$ cat config.mk
export PLATFORM = sky130hd
export DESIGN_NAME = dac_pwm_out_flat
export DESIGN_NICKNAME = d
export VERILOG_FILES = /design/src/rtl/dac_pkg.sv /design/src/rtl/dac_pwm_out_if.sv /design/src/rtl/dac_scale.sv /design/src/rtl/dac_pwm_out.sv /design/src/flat_wrapper.sv
export SDC_FILE = /design/constraint.sdc
export NUM_CORES = 1
export LEC_CHECK = 0
export ABC_AREA = 1
export ABC_CLOCK_PERIOD_IN_PS = 14600
export BUFFER_PORTS_ARGS = -buffer_cell sky130_fd_sc_hd__buf_2
export CORE_MARGIN = 10
export CORE_UTILIZATION = 52
export DETAILED_ROUTE_END_ITERATION = 16
export PLACE_DENSITY = 0.79
export SLEW_MARGIN = 0
export SYNTH_ARGS = -nofsm -noshare
export SYNTH_HDL_FRONTEND = slang
export SYNTH_HIERARCHICAL = 1
export SYNTH_SLANG_ARGS = --single-unit
$ cat constraint.sdc
create_clock -name clk -period 14.6 [get_ports clk]
set_clock_uncertainty 0.15 [all_clocks]
set_input_delay 1.46 -clock clk [delete_from_list [all_inputs] [get_ports clk]]
set_output_delay 1.46 -clock clk [all_outputs]
set_load 0.02 [all_outputs]
$ cat src/rtl/dac_pkg.sv
// Shared types and constants for the DAC output stage.
// The saturate helper clamps signed intermediate results into the duty range.
package dac_pkg;

    typedef enum logic [1:0] {
        IDLE,
        RUN,
        DRAIN
    } state_e;

    localparam int MIDSCALE       = 128;
    localparam int UNITY_GAIN     = 128;
    localparam int GAIN_FRAC_BITS = 7;

    function automatic int saturate(input int value, input int max_val);
        if (value < 0) begin
            return 0;
        end
        if (value > max_val) begin
            return max_val;
        end
        return value;
    endfunction

endpackage

$ cat src/rtl/dac_pwm_out_if.sv
// Sample handshake between the NCO (master) and the DAC output stage (slave).
// The strobe tells the NCO its sample/gain were captured this cycle.
interface dac_pwm_out_if #(
    parameter int unsigned DATA_W = 8,
    parameter int unsigned GAIN_W = 8
);
    logic [DATA_W-1:0] sample;
    logic [GAIN_W-1:0] gain;
    logic              sample_strobe;

    modport master (
        output sample,
        output gain,
        input  sample_strobe
    );

    modport slave (
        input  sample,
        input  gain,
        output sample_strobe
    );
endinterface

$ cat src/rtl/dac_scale.sv
// Two-stage scale pipeline: capture sample/gain on valid_i, then apply centred
// gain, re-offset to midscale and saturate into the duty range.
module dac_scale
    import dac_pkg::*;
#(
    parameter int unsigned DATA_W = 8,
    parameter int unsigned GAIN_W = 8
) (
    input  logic              clk,
    input  logic              rst_n,
    input  logic              valid_i,
    input  logic [DATA_W-1:0] sample_i,
    input  logic [GAIN_W-1:0] gain_i,
    output logic              valid_o,
    output logic [DATA_W-1:0] duty_o
);

    logic [DATA_W-1:0] sample_q;
    logic [GAIN_W-1:0] gain_q;
    logic              cap_valid_q;
    int                shifted;
    logic [DATA_W-1:0] sat;

    // Arithmetic shift on a signed int floors negative products.
    always_comb begin
        shifted = ((int'(sample_q) - MIDSCALE) * int'(gain_q)) >>> GAIN_FRAC_BITS;
        sat     = DATA_W'(saturate(shifted + MIDSCALE, (1 << DATA_W) - 1));
    end

    always_ff @(posedge clk or negedge rst_n) begin
        if (!rst_n) begin
            sample_q    <= '0;
            gain_q      <= '0;
            cap_valid_q <= 1'b0;
            valid_o     <= 1'b0;
            duty_o      <= '0;
        end else begin
            cap_valid_q <= valid_i;
            valid_o     <= cap_valid_q;
            if (valid_i) begin
                sample_q <= sample_i;
                gain_q   <= gain_i;
            end
            if (cap_valid_q) begin
                duty_o <= sat;
            end
        end
    end

endmodule

$ cat src/rtl/dac_pwm_out.sv
// 1-bit DAC output stage: run/drain FSM, modulation-period counter, and a
// PWM or first-order sigma-delta modulator fed by the scale pipeline.
module dac_pwm_out
    import dac_pkg::*;
#(
    parameter int unsigned DATA_W = 8,
    parameter int unsigned GAIN_W = 8
) (
    input  logic          clk,
    input  logic          rst_n,
    input  logic          en_i,
    input  logic          mode_i,
    dac_pwm_out_if.slave  smp,
    output logic          pwm_o,
    output logic          active_o
);

    state_e            state_q;
    logic [DATA_W-1:0] cnt_q;
    logic [DATA_W-1:0] duty_q;
    logic [DATA_W-1:0] pend_q;
    logic [DATA_W-1:0] acc_q;
    logic              mode_q;
    logic              pwm_q;
    logic              active_q;

    logic              strobe;
    logic              period_end;
    logic [DATA_W:0]   sd_sum;
    logic              pend_valid;
    logic [DATA_W-1:0] pend_duty;

    always_comb begin
        strobe     = (state_q != IDLE) && (cnt_q == '0);
        period_end = (cnt_q == {DATA_W{1'b1}});
        sd_sum     = {1'b0, acc_q} + {1'b0, duty_q};
    end

    assign smp.sample_strobe = strobe;
    assign pwm_o             = pwm_q;
    assign active_o          = active_q;

    dac_scale #(
        .DATA_W (DATA_W),
        .GAIN_W (GAIN_W)
    ) u_scale (
        .clk      (clk),
        .rst_n    (rst_n),
        .valid_i  (strobe),
        .sample_i (smp.sample),
        .gain_i   (smp.gain),
        .valid_o  (pend_valid),
        .duty_o   (pend_duty)
    );

    always_ff @(posedge clk or negedge rst_n) begin
        if (!rst_n) begin
            state_q  <= IDLE;
            cnt_q    <= '0;
            duty_q   <= '0;
            pend_q   <= '0;
            acc_q    <= '0;
            mode_q   <= 1'b0;
            pwm_q    <= 1'b0;
            active_q <= 1'b0;
        end else begin
            if (pend_valid) begin
                pend_q <= pend_duty;
            end
            case (state_q)
                IDLE: begin
                    cnt_q  <= '0;
                    acc_q  <= '0;
                    duty_q <= '0;
                    pwm_q  <= 1'b0;
                    if (en_i) begin
                        state_q  <= RUN;
                        active_q <= 1'b1;
                    end
                end
                RUN, DRAIN: begin
                    cnt_q <= cnt_q + 1'b1;
                    acc_q <= sd_sum[DATA_W-1:0];
                    pwm_q <= mode_q ? sd_sum[DATA_W] : (cnt_q < duty_q);
                    if (period_end) begin
                        duty_q <= pend_q;
                        mode_q <= mode_i;
                    end
                    // Re-enable during DRAIN keeps the counter phase untouched.
                    if (en_i) begin
                        state_q <= RUN;
                    end else if (state_q == RUN) begin
                        state_q <= DRAIN;
                    end else if (period_end) begin
                        state_q  <= IDLE;
                        active_q <= 1'b0;
                        pwm_q    <= 1'b0;
                        acc_q    <= '0;
                        duty_q   <= '0;
                    end
                end
                default: state_q <= IDLE;
            endcase
        end
    end

endmodule
$ cat src/flat_wrapper.sv
// flat-port wrapper written by rule: the top's interface ports become plain ports
module dac_pwm_out_flat import dac_pkg::*;
#(
    parameter int unsigned DATA_W = 8,
    parameter int unsigned GAIN_W = 8
)
  (clk, rst_n, en_i, mode_i, pwm_o, active_o, smp_sample, smp_gain, smp_sample_strobe);
  dac_pwm_out_if #(.DATA_W(DATA_W), .GAIN_W(GAIN_W)) smp_i ();
  input  logic clk;
  input  logic rst_n;
  input  logic en_i;
  input  logic mode_i;
  output logic pwm_o;
  output logic active_o;
  input wire logic [$bits(smp_i.sample)-1:0] smp_sample;
  input wire logic [$bits(smp_i.gain)-1:0] smp_gain;
  output wire logic [$bits(smp_i.sample_strobe)-1:0] smp_sample_strobe;
  assign smp_i.sample = smp_sample;
  assign smp_i.gain = smp_gain;
  assign smp_sample_strobe = smp_i.sample_strobe;
  dac_pwm_out #(.DATA_W(DATA_W), .GAIN_W(GAIN_W)) u_core (.clk(clk), .rst_n(rst_n), .en_i(en_i), .mode_i(mode_i), .smp(smp_i), .pwm_o(pwm_o), .active_o(active_o));
endmodule
==> key figures <==
Run status
  • Status: finished clean

Routing
  • DR WL/cell: between 10 and 15 um
  • Via density: ~5
  • First-pass iteration count of the detailed router: 5
  • Met3 wire len: roughly 400 um
  • Routed wire length: between 10 and 15 mm
  • Final ANT Viol Nets: 0
  • Vias: about 4700
  • DRC errors left: 0
  • Top routing layer used: met4
  • DRT iter0 DRCs: about 230
  • Met2 Routed Length: 6.05 mm
  • Wl on met1: roughly 5.4 mm

Yosys
  • Most common cell in the synthesized netlist: nand2_1
  • EDFF count, synth: 0
  • Syn_area_per_cell: around 8.0 um2
  • Post-Syn Area: between 6000 and 7000 um2
  • Distinct cells, synth: 43
  • Sequential area share after synthesis: 25.5%
  • Synth Area in XOR/XNOR: 1.84%
  • Mux contribution to synthesized area: between 2 and 3%
  • Largest family of logic cells by synthesized area: adder cells
  • Leading area contributor after synthesis: dfrtp_1
  • Share of the synthesized area in the top cell type: about a quarter
  • Prevailing post-synth register cell: dfrtp_1
  • Yosys warnings: 6
  • Post-Synth Adder-Cell Area: just under 30%
  • Top area cells in the synthesized netlist: dfrtp_1 25%, fa_1 18%, nand2_1 12%
  • Number of synthesized register bits: between 60 and 70
  • Commonest cells in the netlist: 198 x nand2_1, 162 x inv_1, 63 x dfrtp_1
  • Post-synthesis simple-gate area fraction: 22.5%
  • Synth async-reset ratio: 100%
  • Complex-gate fraction of the synthesized area: between 6 and 7%
  • Mapped Cells: between 700 and 800
  • Synth Net Count: approximately 900

Setup path
  • CP arrival: 5.49 ns
  • CP Max Fanout: 8
  • Critical path origin: u_core/u_scale/gain_q[2]$_DFFE_PN0P_
  • Crit Path Category: reg2reg
  • Critical Path Max Stage Delay: a little under 0.7 ns
  • Critical Path RT: around 15 ns
  • Reg-to-reg critical path startpoint: u_core/u_scale/gain_q[2]$_DFFE_PN0P_
  • R2r endpoint: u_core/u_scale/duty_o[4]$_DFFE_PN0P_
  • Critical path buffers and inverters: 6
  • Reg-to-reg setup timing slack: ~9.2 ns
  • CP delay by family, top: adder cells
  • FF-to-FF path depth: 28
  • CP startpoint kind: flop
  • Most frequent CP cell: nand2_1
  • Crit end category: flop
  • CP max stage cell: fa_1

Cells and area
  • # diodes: 0
  • Fin area: roughly 6700 um2
  • Area growth syn-to-layout: 7.94%
  • Filler cell count: approximately 970
  • Layout cells sized above 1: roughly 13%
  • Final-stage net count: slightly above 900
  • Final Core Density: 58.1%

Clock network
  • CTS sink count: 63
  • Postcts setup bufs: 0
  • Htree depth: 3
  • Clock root buffer: clkbuf_16
  • CTS tree: done
  • Total CTS buffers: 9
  • Post-CTS sizing: 0
  • Hold_buf cts: 0
  • Clk_lat worst skew: roughly 0.32 ns
  • Clock Tree Buf Depth: 2
  • Clock transition at the registers of the reported paths: around 0.05 ns

STA
  • Period utilization: between 30% and 40%
  • Setup ws final: a little over 9 ns
  • Fin crit period: around 5.4 ns
  • RSZ-0062 raised after global routing: false
  • Slew HR: around 47%
  • Setup TNS: 0 ns
  • Final setup viols: 0
  • Final slew viol count: 0
  • Hold Vio Cnt, Final: 0
  • Peak Freq: 184 MHz
  • Slew @ Worst Pin: 0.795 ns

Placed design
  • I/O Buffers: 22
  • Placed Area: between 6000 and 7000 um2
  • DP HPWL: roughly 9.5 mm
  • Final Wtd Congestion: between 0.8 and 0.9
  • Pre-CTS setup slack: approximately 9.2 ns

Floorplan
  • Top Ports: 23
  • Die X: around 130 um
  • DIE AREA: 16700 um2
  • Core Area: ~12000 um2
  • Die Y: roughly 130 um
  • Initial core utilization: between 50 and 60%
  • Rows: 39

Global routing
  • Remaining Overflow, GRT: 0
  • GRT Total Usage: about 16%
  • Largest net degree at the start of global routing: 64
  • Vias in the first global route: a little under 5000
  • Global-route wire length before repair: roughly 22 mm
  • Initial antenna violation count: 0

Hold path
  • Worst hold path endpoint: u_core/u_scale/valid_o$_DFF_PN0_
  • Hold Crit Class: reg2reg
  • Min-delay src: u_core/u_scale/cap_valid_q$_DFF_PN0_
  • Hold Path Stages: 0

Job
  • Max-Cap Viols: 0
## per-stage QoR
stage,std cells,hold slack [ns]
floorplan,774,0.211
finish,932,0.228
detailed placement,918,0.220
global placement,918,0.216
CTS,932,0.231
global route,932,0.248
## final cells by class
type	instances	area (um2)	share of cell area (%)
tap	143	179	2.68
clock buffer	10	239	3.57
sequential	63	1580	23.6
timing repair buffer	24	125	1.87
multi-input combinational	512	3860	57.7
inverter	176	661	9.88
clock inverter	4	47.5	0.711
## layer usage
layer / vias to the layer above / track usage (%)
met5: - / 0
met4: 0 / 6.02
met3: 22 / 2.61
met2: 90 / 27.9
met1: 2207 / 19.3
li1: 2369 / -
## worst max path at each step
stage / endpoint / slack (ns) / cells past startpoint
after floorplan: u_core/u_scale/duty_o[0]$_DFFE_PN0P_ / 9.58 / 28
after CTS: u_core/u_scale/duty_o[1]$_DFFE_PN0P_ / 9.14 / 27
after detailed placement: u_core/u_scale/duty_o[1]$_DFFE_PN0P_ / 9.20 / 27
final: u_core/u_scale/duty_o[4]$_DFFE_PN0P_ / 9.17 / 28
after global placement: u_core/u_scale/duty_o[5]$_DFFE_PN0P_ / 9.30 / 28
after global routing: u_core/u_scale/duty_o[1]$_DFFE_PN0P_ / 8.76 / 27
## kinds of logic (layout without fill, tap and decap cells)
kind of cell | after synthesis | after routing
AO/OA/AOI/OAI | 68 | 68
XOR/XNOR | 13 | 13
AND/OR/NAND/NOR | 306 | 306
adder cells (fa/ha/maj) | 109 | 109
buffers and inverters | 199 | 214
multiplexers | 16 | 16
flip-flops | 63 | 63
## state kept, by name (all words and copies together), names as in the netlist, 2 cells and up
| signal | count |
|---|---|
| u_core/cnt_q | 8 |
| u_core/u_scale/duty_o | 8 |
| u_core/acc_q | 8 |
| u_core/state_q | 2 |
| u_core/duty_q | 8 |
| u_core/u_scale/gain_q | 8 |
| u_core/pend_q | 8 |
| u_core/u_scale/sample_q | 8 |
## cells in the final DEF, fill, tap and decap left out, types with 9 or more instances in the layout
cell type and n:
clkbuf_16 9, mux2_2 16, inv_1 162, o21ai_0 11
a21oi_1 27, nand2_2 12, o21ai_1 14, buf_2 22
nor2_1 37, fa_1 56, nand3_1 20, dfrtp_1 63
ha_1 53, inv_2 12, nand2_1 198
Power is not shown: default switching activity piles up to over one toggle a cycle in this logic, so the estimate is an artifact.
